<file path="src/rtl/multicycle_adder_core.sv">
`default_nettype none
// ============================================================================
// Module   : multicycle_adder_core
// Brief    : Bit-serial / slice-serial adder-subtractor, SLICE bits per cycle
//            with a registered inter-slice carry and start/busy/done handshake.
//            Optional signed-overflow output v_out under ADDER_OVERFLOW_EN.
// Revision : 1.0 - initial release
// ============================================================================
module multicycle_adder_core #(
  parameter int WIDTH = 8,
  parameter int SLICE = 1
) (
  input  logic             in_clk,
  input  logic             in_rst_n,
  input  logic             in_start,
  input  logic [WIDTH-1:0] in_a,
  input  logic [WIDTH-1:0] in_b,
  input  logic             in_c,
  input  logic             in_sub,
  output logic             out_busy,
  output logic             out_done,
  output logic [WIDTH-1:0] s_out,
  output logic             c_out
`ifdef ADDER_OVERFLOW_EN
  ,
  output logic             v_out
`endif
);

  localparam int c_n     = WIDTH / SLICE;
  localparam int c_idx_w = (c_n > 1) ? $clog2(c_n) : 1;
  localparam logic [c_idx_w-1:0] c_last_idx = c_idx_w'(c_n - 1);

  typedef enum logic [1:0] {
    S_IDLE = 2'd0,
    S_ADD  = 2'd1,
    S_DONE = 2'd2
  } state_t;

  state_t             r_state;
  logic [WIDTH-1:0]   r_a;
  logic [WIDTH-1:0]   r_b;
  logic [WIDTH-1:0]   r_sum;
  logic               r_carry;
  logic [c_idx_w-1:0] r_idx;

  logic [SLICE:0]     w_slice;
  logic [WIDTH-1:0]   w_sum_next;
`ifdef ADDER_OVERFLOW_EN
  logic               w_cin_msb;
`endif

  always_comb begin
    w_slice    = {1'b0, r_a[SLICE-1:0]} + {1'b0, r_b[SLICE-1:0]} + {{SLICE{1'b0}}, r_carry};
    // New slice enters at the top so after c_n slices the LSB slice sits at bit 0.
    w_sum_next = (r_sum >> SLICE) | (WIDTH'(w_slice[SLICE-1:0]) << (WIDTH - SLICE));
`ifdef ADDER_OVERFLOW_EN
    // Carry into the MSB, recovered from the MSB sum bit of the current slice.
    w_cin_msb  = r_a[SLICE-1] ^ r_b[SLICE-1] ^ w_slice[SLICE-1];
`endif
  end

  always_ff @(posedge in_clk) begin
    if (!in_rst_n) begin
      r_state  <= S_IDLE;
      r_a      <= '0;
      r_b      <= '0;
      r_sum    <= '0;
      r_carry  <= 1'b0;
      r_idx    <= '0;
      out_busy <= 1'b0;
      out_done <= 1'b0;
      s_out    <= '0;
      c_out    <= 1'b0;
`ifdef ADDER_OVERFLOW_EN
      v_out    <= 1'b0;
`endif
    end else begin
      out_done <= 1'b0;
      case (r_state)
        S_IDLE: begin
          if (in_start) begin
            r_a      <= in_a;
            r_b      <= in_sub ? ~in_b : in_b;
            r_carry  <= in_c ^ in_sub;
            r_idx    <= '0;
            out_busy <= 1'b1;
            r_state  <= S_ADD;
          end
        end
        S_ADD: begin
          r_sum   <= w_sum_next;
          r_a     <= r_a >> SLICE;
          r_b     <= r_b >> SLICE;
          r_carry <= w_slice[SLICE];
          r_idx   <= r_idx + 1'b1;
          // Results are loaded on the final slice edge so they are visible
          // for the whole DONE cycle alongside the done pulse.
          if (r_idx == c_last_idx) begin
            r_state  <= S_DONE;
            out_busy <= 1'b0;
            out_done <= 1'b1;
            s_out    <= w_sum_next;
            c_out    <= w_slice[SLICE];
`ifdef ADDER_OVERFLOW_EN
            v_out    <= w_cin_msb ^ w_slice[SLICE];
`endif
          end
        end
        S_DONE: begin
          r_state <= S_IDLE;
        end
        default: begin
          r_state <= S_IDLE;
        end
      endcase
    end
  end

endmodule
`default_nettype wire

</file>
<file path="config.mk">
export PLATFORM = sky130hd
export DESIGN_NAME = multicycle_adder_core
export DESIGN_NICKNAME = d
export VERILOG_FILES = /design/src/rtl/multicycle_adder_core.sv
export SDC_FILE = /design/constraint.sdc
export NUM_CORES = 1
export LEC_CHECK = 0
export CAP_MARGIN = 20
export CORE_ASPECT_RATIO = 1.2
export CORE_UTILIZATION = 58
export CTS_BUF_LIST = sky130_fd_sc_hd__clkbuf_4 sky130_fd_sc_hd__clkbuf_8
export CTS_CLUSTER_SIZE = 28
export DETAILED_ROUTE_END_ITERATION = 12
export PLACE_DENSITY_LB_ADDON = 0.08
export SYNTH_ARGS = -nofsm -noshare
export SYNTH_HDL_FRONTEND = slang
export SYNTH_SLANG_ARGS = --single-unit
</file>
<file path="constraint.sdc">
create_clock -name in_clk -period 2.17 [get_ports in_clk]
set_input_delay 0.3255 -clock in_clk [delete_from_list [all_inputs] [get_ports in_clk]]
set_output_delay 0.3255 -clock in_clk [all_outputs]
set_load 0.02 [all_outputs]
</file>
==> flow_summary.yaml, run 1 <==
timing:
  hold_slack_ns: 0.457
  clock_skew_ns: 0.0128
  setup_tns_ns: 0
  slew_headroom_pct: 67.6
  drv_slew: 0
  fin_crit_ns: 1.67
  tightest_slew_ns: 0.485
  final-hold-violation-count: 0
  max_clock_freq_mhz: 599
  fin_ws_ns: 0.499
  setup_viol: 0
  rsz0062_at_grt: "false"
  period_share_pct: 77.0
critical_path:
  crit_buf_inv: 1
  critPathSlowestCell: "clkdlybuf4s50_1"
  critical_path_class: "reg -> out"
  critPathMaxStageDelay_ns: 0.62
  start_kind: "register"
  required_ns: 1.84
  crit_path_max_fanout: 3
  end_kind: "output port"
  crit_chain: "clkdlybuf4s50_1"
  path_delay_family: "buffers and inverters"
  critPathArrivalTime_ns: 1.35
logic_synthesis:
  synth_most_common_cell: "dfxtp_1"
  synth_common_cells: "dfxtp_1, nand2_1, nand3_1"
  async_flop_share_pct: 0
  synth_area_leaders: "dfxtp_1, nand2_1, a21boi_1, nand3_1, mux2i_1"
  synth_top_area_share_pct: 43.4
  ys_ff_latch: 40
  syn_area_per_cell_um2: 9.97
  syn-num-nets: 209
  seq_area_frac_synth_pct: 43.4
  synth_area_leader_cell: "dfxtp_1"
  synth_enable_flop_cells: 0
  yosys_most_used_dff: "dfxtp_1"
  yosysWarnings: 0
  syn_inst: 185
  synth.distinct_cells: 32
  netlist_area_um2: 1840
pwr:
  finalPower_mw: 1.36
  p_leak_nw: 0.849
  ir_drop_mv: 0.569
  combinationalPowerShare_pct: 13.3
  internal_power_mw: 1.02
  swShare_pct: 25.3
  seqPwrFrac_pct: 58.0
  power_frac_clock_pct: 28.7
  power_density_nw_per_um2: 637
  power.switching_mw: 0.344
cts:
  path_clk_slew_ns: 0.12
  h-tree-depth: 2
  cts_max_path_buffers: 2
  clock-root-buffer: "clkbuf_4"
  insertion_delay_ns: 0.35
  holdBufCountCts: 0
  cts.sinks: 40
  cts_setup_buffers: 0
  numCtsBuffers: 5
  cts_tree: "yes"
  post_cts_resized: 0
placed_design:
  postPlaceCellArea_um2: 2070
  dp.cells: 240
  dpl.hpwl_um: 2240
  numPortBuffers: 31
  place_congestion: 0.711
  place_ws_ns: 0.480
floorplanning:
  initial_core_util_pct: 60.4
  io_pins: 32
  die_w_um: 53.5
  chipHeight_um: 63.8
  die-area_um2: 3410
  core_um2: 3060
  rows: 22
detailed_routing:
  drt_first_pass_iters: 4
  via_count: 1396
  routedWlPerCell_um: 12.9
  detailedRoute.firstIterationViolations: 51
  drc: 0
  routed_wl_um: 3210
  via_per_inst: 5.63
  antenna_left: 0
hold_path:
  hp-class: "reg -> reg"
global_routing:
  grt_pass1_wl_um: 5440
  antenna_found_initial: 0
  grt_max_degree: 49
  grt_pass1_vias: 1274
  grt.total_usage_pct: 21.9
  grt_overflow: 0
finish:
  drive_above_1_share_pct: 8.96
  diodes: 0
  final_core_util_pct: 69.9
  fillerInstances: 238
  fin_nets: 235
  syn_to_final_growth_pct: 15.8
  final-instance-count-excl-fill: 248
  final_area_um2: 2140
run_status:
  status: "finished, final reports clean"
job:
  cap_violations: 0
[power groups by stage]
stage | registers, mW | clock network [mW] | logic [mW]
CTS | 0.789 | 0.397 | 0.184
detailed placement | 0.805 | 0 | 0.183
global placement | 0.803 | 0 | 0.175
floorplan | 0.799 | 0 | 0.142
global route | 0.792 | 0.424 | 0.201
finish | 0.788 | 0.391 | 0.181
[per-layer routing]
layer	up-vias	GRT usage (%)	wire length (um)
met5	-	0	0
met4	0	11.2	67
met3	7	5.00	126
met2	36	37.5	1600
met1	651	24.1	1410
li1	702	-	-
[flip-flops by register name, summed over array words and instances (netlist names)]
signal,count
r_state,2
out_busy,1
r_a,8
out_done,1
r_carry,1
r_idx,3
s_out,8
r_sum,7
r_b,8
c_out,1
[layout make-up]
cell class | instances | area [um^2] | share of cell area [%]
inverter | 1 | 3.75 | 0.176
multi-input combinational | 129 | 892 | 41.8
clock inverter | 2 | 10.0 | 0.469
tap | 36 | 45.0 | 2.11
clock buffer | 6 | 51.3 | 2.40
sequential | 40 | 801 | 37.5
timing repair buffer | 34 | 333 | 15.6
[worst paths after layout]
path              startpoint       end  slack [ns]  depth (start not counted)
setup / recovery    out_busy  out_busy        0.50                          1
hold / removal      s_out[4]  s_out[4]        0.46                          2
setup reg to reg  r_state[0]  s_out[1]        0.71                          3
hold reg to reg     s_out[4]  s_out[4]        0.46                          2
[worst reg2reg max path, stage by stage (launching register included)]
cell and delay (ns):
dfxtp_1 0.55, nor2b_4 0.52, nand3_1 0.14, a21boi_0 0.18
[logic make-up (layout without fill, tap and decap cells)]
group | count (synthesis) | after routing | synth area share (%)
AO/OA/AOI/OAI | 41 | 41 | 18.5
adder cells (fa/ha/maj) | 3 | 3 | 2.44
buffers and inverters | 16 | 43 | 8.21
XOR/XNOR | 9 | 9 | 4.27
flip-flops | 40 | 40 | 43.4
AND/OR/NAND/NOR | 68 | 68 | 18.8
multiplexers | 8 | 8 | 4.34
[cell usage in the layout (no fill, tap or decap), types with 2 or more instances in the layout]
master,count
dfxtp_1,40
nand2_1,37
clkdlybuf4s50_1,31
nand3_1,18
a21boi_1,15
mux2i_1,8
o211a_1,8
o221ai_1,7
xor2_1,6
clkbuf_4,5
a22oi_1,4
nor2b_1,4
xnor2_1,3
buf_4,3
and3_1,2
o21bai_1,2
a21boi_0,2
ha_1,2
clkinv_2,2
(Power assumes the default switching activity.)
==> run 2, diff against run 1 <==
--- a/config.mk
+++ b/config.mk
@@ -7,7 +7,7 @@
 export LEC_CHECK = 0
 export CAP_MARGIN = 20
 export CORE_ASPECT_RATIO = 1.2
-export CORE_UTILIZATION = 58
+export CORE_UTILIZATION = 49
 export CTS_BUF_LIST = sky130_fd_sc_hd__clkbuf_4 sky130_fd_sc_hd__clkbuf_8
 export CTS_CLUSTER_SIZE = 28
 export DETAILED_ROUTE_END_ITERATION = 12
==> constraint.sdc (replaced) <==
create_clock -name in_clk -period 1.4 [get_ports in_clk]
set_input_delay 0.21 -clock in_clk [delete_from_list [all_inputs] [get_ports in_clk]]
set_output_delay 0.21 -clock in_clk [all_outputs]
set_load 0.02 [all_outputs]
==> flow_summary.yaml, run 2 (synthesis gave the netlist of run 1 again) <==
critical_path:
  critPathArrivalTime_ns: 1.48
  worstRegToRegCells: 5
  crit_path_max_fanout: 10
  critical_path_class: "reg -> reg"
  r2r_slack_ns: 0.14
  end_kind: "register"
  required_ns: 1.62
  start_kind: "register"
timing:
  fin_crit_ns: 1.26
  slew_headroom_pct: 85.1
  fin_ws_ns: 0.138
  period_share_pct: 90.2
  final-hold-violation-count: 0
  max_clock_freq_mhz: 792
  rsz0062_at_grt: "false"
  drv_slew: 0
  tightest_slew_ns: 0.223
  hold_slack_ns: 0.450
  setup_viol: 0
  clock_skew_ns: 0.00746
finish:
  drive_above_1_share_pct: 13.2
  diodes: 0
  largest_registers: "r_a x8, r_b x8, s_out x8"
  fin_nets: 243
  syn_to_final_growth_pct: 24.1
  layout_commonest_cell: "dfxtp_1"
  final_core_util_pct: 63.5
  layout_common_cells: "dfxtp_1, nand2_1, clkdlybuf4s50_1"
placed_design:
  numPortBuffers: 31
  place_congestion: 0.780
  place_ws_ns: -0.0205
  dpl.hpwl_um: 2360
detailed_routing:
  drc: 2
  routed_wl_um: 3330
  drt_first_pass_iters: 8
  via_count: 1398
  via_per_inst: 5.40
  detailedRoute.firstIterationViolations: 49
  antenna_left: 0
  routedWlPerCell_um: 12.8
global_routing:
  grt_pass1_vias: 1389
  grt.total_usage_pct: 18.7
  grt_max_degree: 49
  antenna_found_initial: 0
  grt_pass1_wl_um: 5750
  grt_overflow: 0
cts:
  clock-root-buffer: "clkbuf_8"
  cts_setup_buffers: 0
  holdBufCountCts: 0
  numCtsBuffers: 5
  cts.sinks: 40
  insertion_delay_ns: 0.29
  path_clk_slew_ns: 0.08
  cts_max_path_buffers: 2
  h-tree-depth: 2
  cts_tree: "yes"
floorplanning:
  die-area_um2: 4010
  rows: 24
  io_pins: 32
  chipHeight_um: 69.2
  core_um2: 3600
  die_w_um: 58.0
  initial_core_util_pct: 51.2
job:
  cap_violations: 0
run_status:
  violations: "design-rule violations"
  status: "complete, but fails checks"
pwr:
  power_density_nw_per_um2: 1110
  ir_drop_mv: 0.667
  p_leak_nw: 0.998
hold_path:
  hold_depth: 2
  hp-class: "reg -> reg"
-- run 2: cell types whose count changed in the layout (fill, tap and decap cells not counted), moves of 2 or more --
| cell | before | now |
|---|---|---|
| dlygate4sd2_1 | 0 | 11 |
| clkdlybuf4s50_1 | 31 | 20 |
| buf_12 | 0 | 2 |
| buf_4 | 3 | 9 |
| clkinv_2 | 2 | 0 |
| clkbuf_8 | 1 | 7 |
| clkbuf_4 | 5 | 0 |
-- run 2: worst max-delay path: stages (launching register included) --
cell,delay (ns)
dfxtp_1,0.37
ha_1,0.17
ha_2,0.23
buf_4,0.19
nand3_1,0.08
a21boi_0,0.16
-- run 2: where the power goes --
| part | leakage, nW | internal, mW | switching [mW] |
|---|---|---|---|
| Clock | 0.0645 | 0.629 | 0.391 |
| Sequential | 0.327 | 1.19 | 0.0329 |
| Combinational | 0.607 | 0.172 | 0.138 |
-- run 2: stage by stage --
| stage | cell area [um^2] | TNS (ns) | instances | power [mW] |
|---|---|---|---|---|
| after floorplan | 1840 | 0 | 185 | 1.46 |
| after global placement | 2160 | -0.0323 | 251 | 1.55 |
| after detailed placement | 2160 | -0.104 | 251 | 1.56 |
| after CTS | 2280 | 0 | 259 | 2.58 |
| after global routing | 2290 | 0 | 259 | 2.64 |
| final | 2290 | 0 | 259 | 2.55 |
-- run 2: worst paths after layout --
| kind | startpoint | end |
|---|---|---|
| setup / recovery | r_idx[0] | s_out[1] |
| hold / removal | s_out[3] | s_out[3] |
| setup reg to reg | r_idx[0] | s_out[1] |
| hold reg to reg | s_out[3] | s_out[3] |
-- run 2: area by class of cell --
class                      instances  area, um^2
clock buffer                       7        96.3
clock inverter                     1        30.0
fill                             321        1320
inverter                           1        3.75
multi-input combinational        129         903
sequential                        40         802
tap                               39        48.8
timing repair buffer              42         404
-- run 2: what timing repair did --
item / in CTS / in global routing
hold endpoints to repair: 0 / 0
endpoints found under the setup margin: 11 / 7
gates resized for setup: 11 / 3
-- run 2: per-layer routing --
layer | up-vias | GRT usage [%] | share of wire, %
met4 | 0 | 8.20 | 1.7
li1 | 709 | - | -
met5 | - | 0 | 0
met1 | 658 | 17.6 | 39
met2 | 25 | 35.4 | 55
met3 | 6 | 5.78 | 3.9
==> run 3, diff against run 2 <==
--- a/config.mk
+++ b/config.mk
@@ -5,10 +5,9 @@
 export SDC_FILE = /design/constraint.sdc
 export NUM_CORES = 1
 export LEC_CHECK = 0
-export CAP_MARGIN = 20
+export CAP_MARGIN = 10
 export CORE_ASPECT_RATIO = 1.2
-export CORE_UTILIZATION = 49
-export CTS_BUF_LIST = sky130_fd_sc_hd__clkbuf_4 sky130_fd_sc_hd__clkbuf_8
+export CORE_UTILIZATION = 47
 export CTS_CLUSTER_SIZE = 28
 export DETAILED_ROUTE_END_ITERATION = 12
 export PLACE_DENSITY_LB_ADDON = 0.08
==> flow_summary.yaml, run 3 (synthesis gave the netlist of run 1 again) <==
timing:
  setup_viol: 0
  hold_slack_ns: 0.453
  drv_slew: 0
  period_share_pct: 91.3
  clock_skew_ns: 0.00383
  tightest_slew_ns: 0.373
  rsz0062_at_grt: "false"
  max_clock_freq_mhz: 782
  fin_crit_ns: 1.28
  slew_headroom_pct: 75.1
  final-hold-violation-count: 0
cts:
  path_clk_slew_ns: 0.07
  clock-root-buffer: "clkbuf_8"
  h-tree-depth: 2
  insertion_delay_ns: 0.29
  cts_tree: "yes"
  numCtsBuffers: 5
  cts_max_path_buffers: 2
  cts.sinks: 40
critical_path:
  start_kind: "register"
  crit_path_max_fanout: 9
  r2r_slack_ns: 0.12
  critPathArrivalTime_ns: 1.50
  worstRegToRegCells: 5
  required_ns: 1.62
  reg2reg_to: "s_out[1]"
  timing.rr.start: "r_idx[0]"
  end_kind: "register"
  critical_path_class: "reg -> reg"
hold_path:
  hold_depth: 2
  min_to: "s_out[4]"
  min_from: "s_out[4]"
  hp-class: "reg -> reg"
placed_design:
  place_congestion: 0.768
  dpl.hpwl_um: 2450
  postPlaceCellArea_um2: 2190
  numPortBuffers: 31
global_routing:
  grt_pass1_vias: 1406
  grt_max_degree: 31
  grt_pass1_wl_um: 5980
  grt_overflow: 0
  grt.total_usage_pct: 18.9
  antenna_found_initial: 0
detailed_routing:
  via_count: 1415
  detailedRoute.firstIterationViolations: 48
  drc: 0
  via_per_inst: 5.24
  routed_wl_um: 3430
  drt_first_pass_iters: 4
  routedWlPerCell_um: 12.7
  antenna_left: 0
finish:
  largest_registers: "r_a x8, r_b x8, s_out x8"
  drive_above_1_share_pct: 11.5
  layout_commonest_cell: "dfxtp_1"
  diodes: 0
  fin_nets: 241
  syn_to_final_growth_pct: 23.9
  layout_common_cells: "dfxtp_1, nand2_1, clkdlybuf4s50_1"
  final_area_um2: 2280
floorplanning:
  rows: 24
  io_pins: 32
  die-area_um2: 4180
  core_um2: 3690
  initial_core_util_pct: 49.9
  chipHeight_um: 70.6
  die_w_um: 59.2
pwr:
  finalPower_mw: 2.46
  p_leak_nw: 0.966
  power_density_nw_per_um2: 1080
  ir_drop_mv: 0.733
job:
  cap_violations: 0
run_status:
  status: "finished, final reports clean"
## run 3: cell types whose count changed in the layout (fill, tap and decap cells not counted), sizes merged
cell / previous run / this run
buf: 11 / 9
clkbuf: 7 / 6
clkinv: 0 / 1
## run 3: power breakdown
part	switching (mW)	internal, mW
sequential	0.0320	1.19
clock	0.392	0.529
combinational	0.140	0.177
## run 3: per-layer routing
metal | vias up | track usage (%) | share of wire [%] | wire length (um)
met1 | 658 | 21.1 | 42 | 1460
met3 | 12 | 3.84 | 3.6 | 122
li1 | 710 | - | - | -
met2 | 35 | 32.3 | 51 | 1740
met5 | - | 0 | 0 | 0
met4 | 0 | 10.8 | 3.0 | 103
## run 3: stage by stage
step | setup slack [ns] | util, % | TNS (ns) | instances
floorplan | 0.264 | - | 0 | 185
global placement | -0.0358 | 59.3 | -0.174 | 262
detailed placement | -0.0828 | 59.3 | -0.388 | 262
CTS | 0.0254 | 61.8 | 0 | 270
global route | 0.00303 | 61.9 | 0 | 270
finish | 0.121 | 61.9 | 0 | 270
## run 3: how the worst max path moves through the flow
stage,start,endpoint,slack (ns)
3_5_place_dp,in_start,r_b[2],-0.08
2_1_floorplan,r_idx[0],s_out[1],0.26
3_3_place_gp,in_start,r_b[7],-0.04
6_report,r_idx[0],s_out[1],0.12
5_1_grt,r_idx[0],s_out[1],0.003
4_1_cts,r_state[0],r_a[5],0.03
## run 3: final cells by class
type / instances / area, um^2
Sequential cell: 40 / 802
Fill cell: 325 / 1410
Multi-Input combinational cell: 129 / 892
Clock buffer: 6 / 72.6
Clock inverter: 2 / 35.0
Inverter: 1 / 3.75
Tap cell: 52 / 65.1
Timing Repair Buffer: 40 / 414
## run 3: timing repair
item                                    CTS  global route
hold buffers                              0             0
buffers inserted                          0             0
resized for setup                        11             1
endpoints found under the setup margin   11            10
## run 3: worst max-delay path: stages (launching register included)
cell and delay [ns]:
dfxtp_1 0.33, ha_1 0.20, ha_1 0.21, nand3b_2 0.21, nand2_1 0.07, a21boi_0 0.17
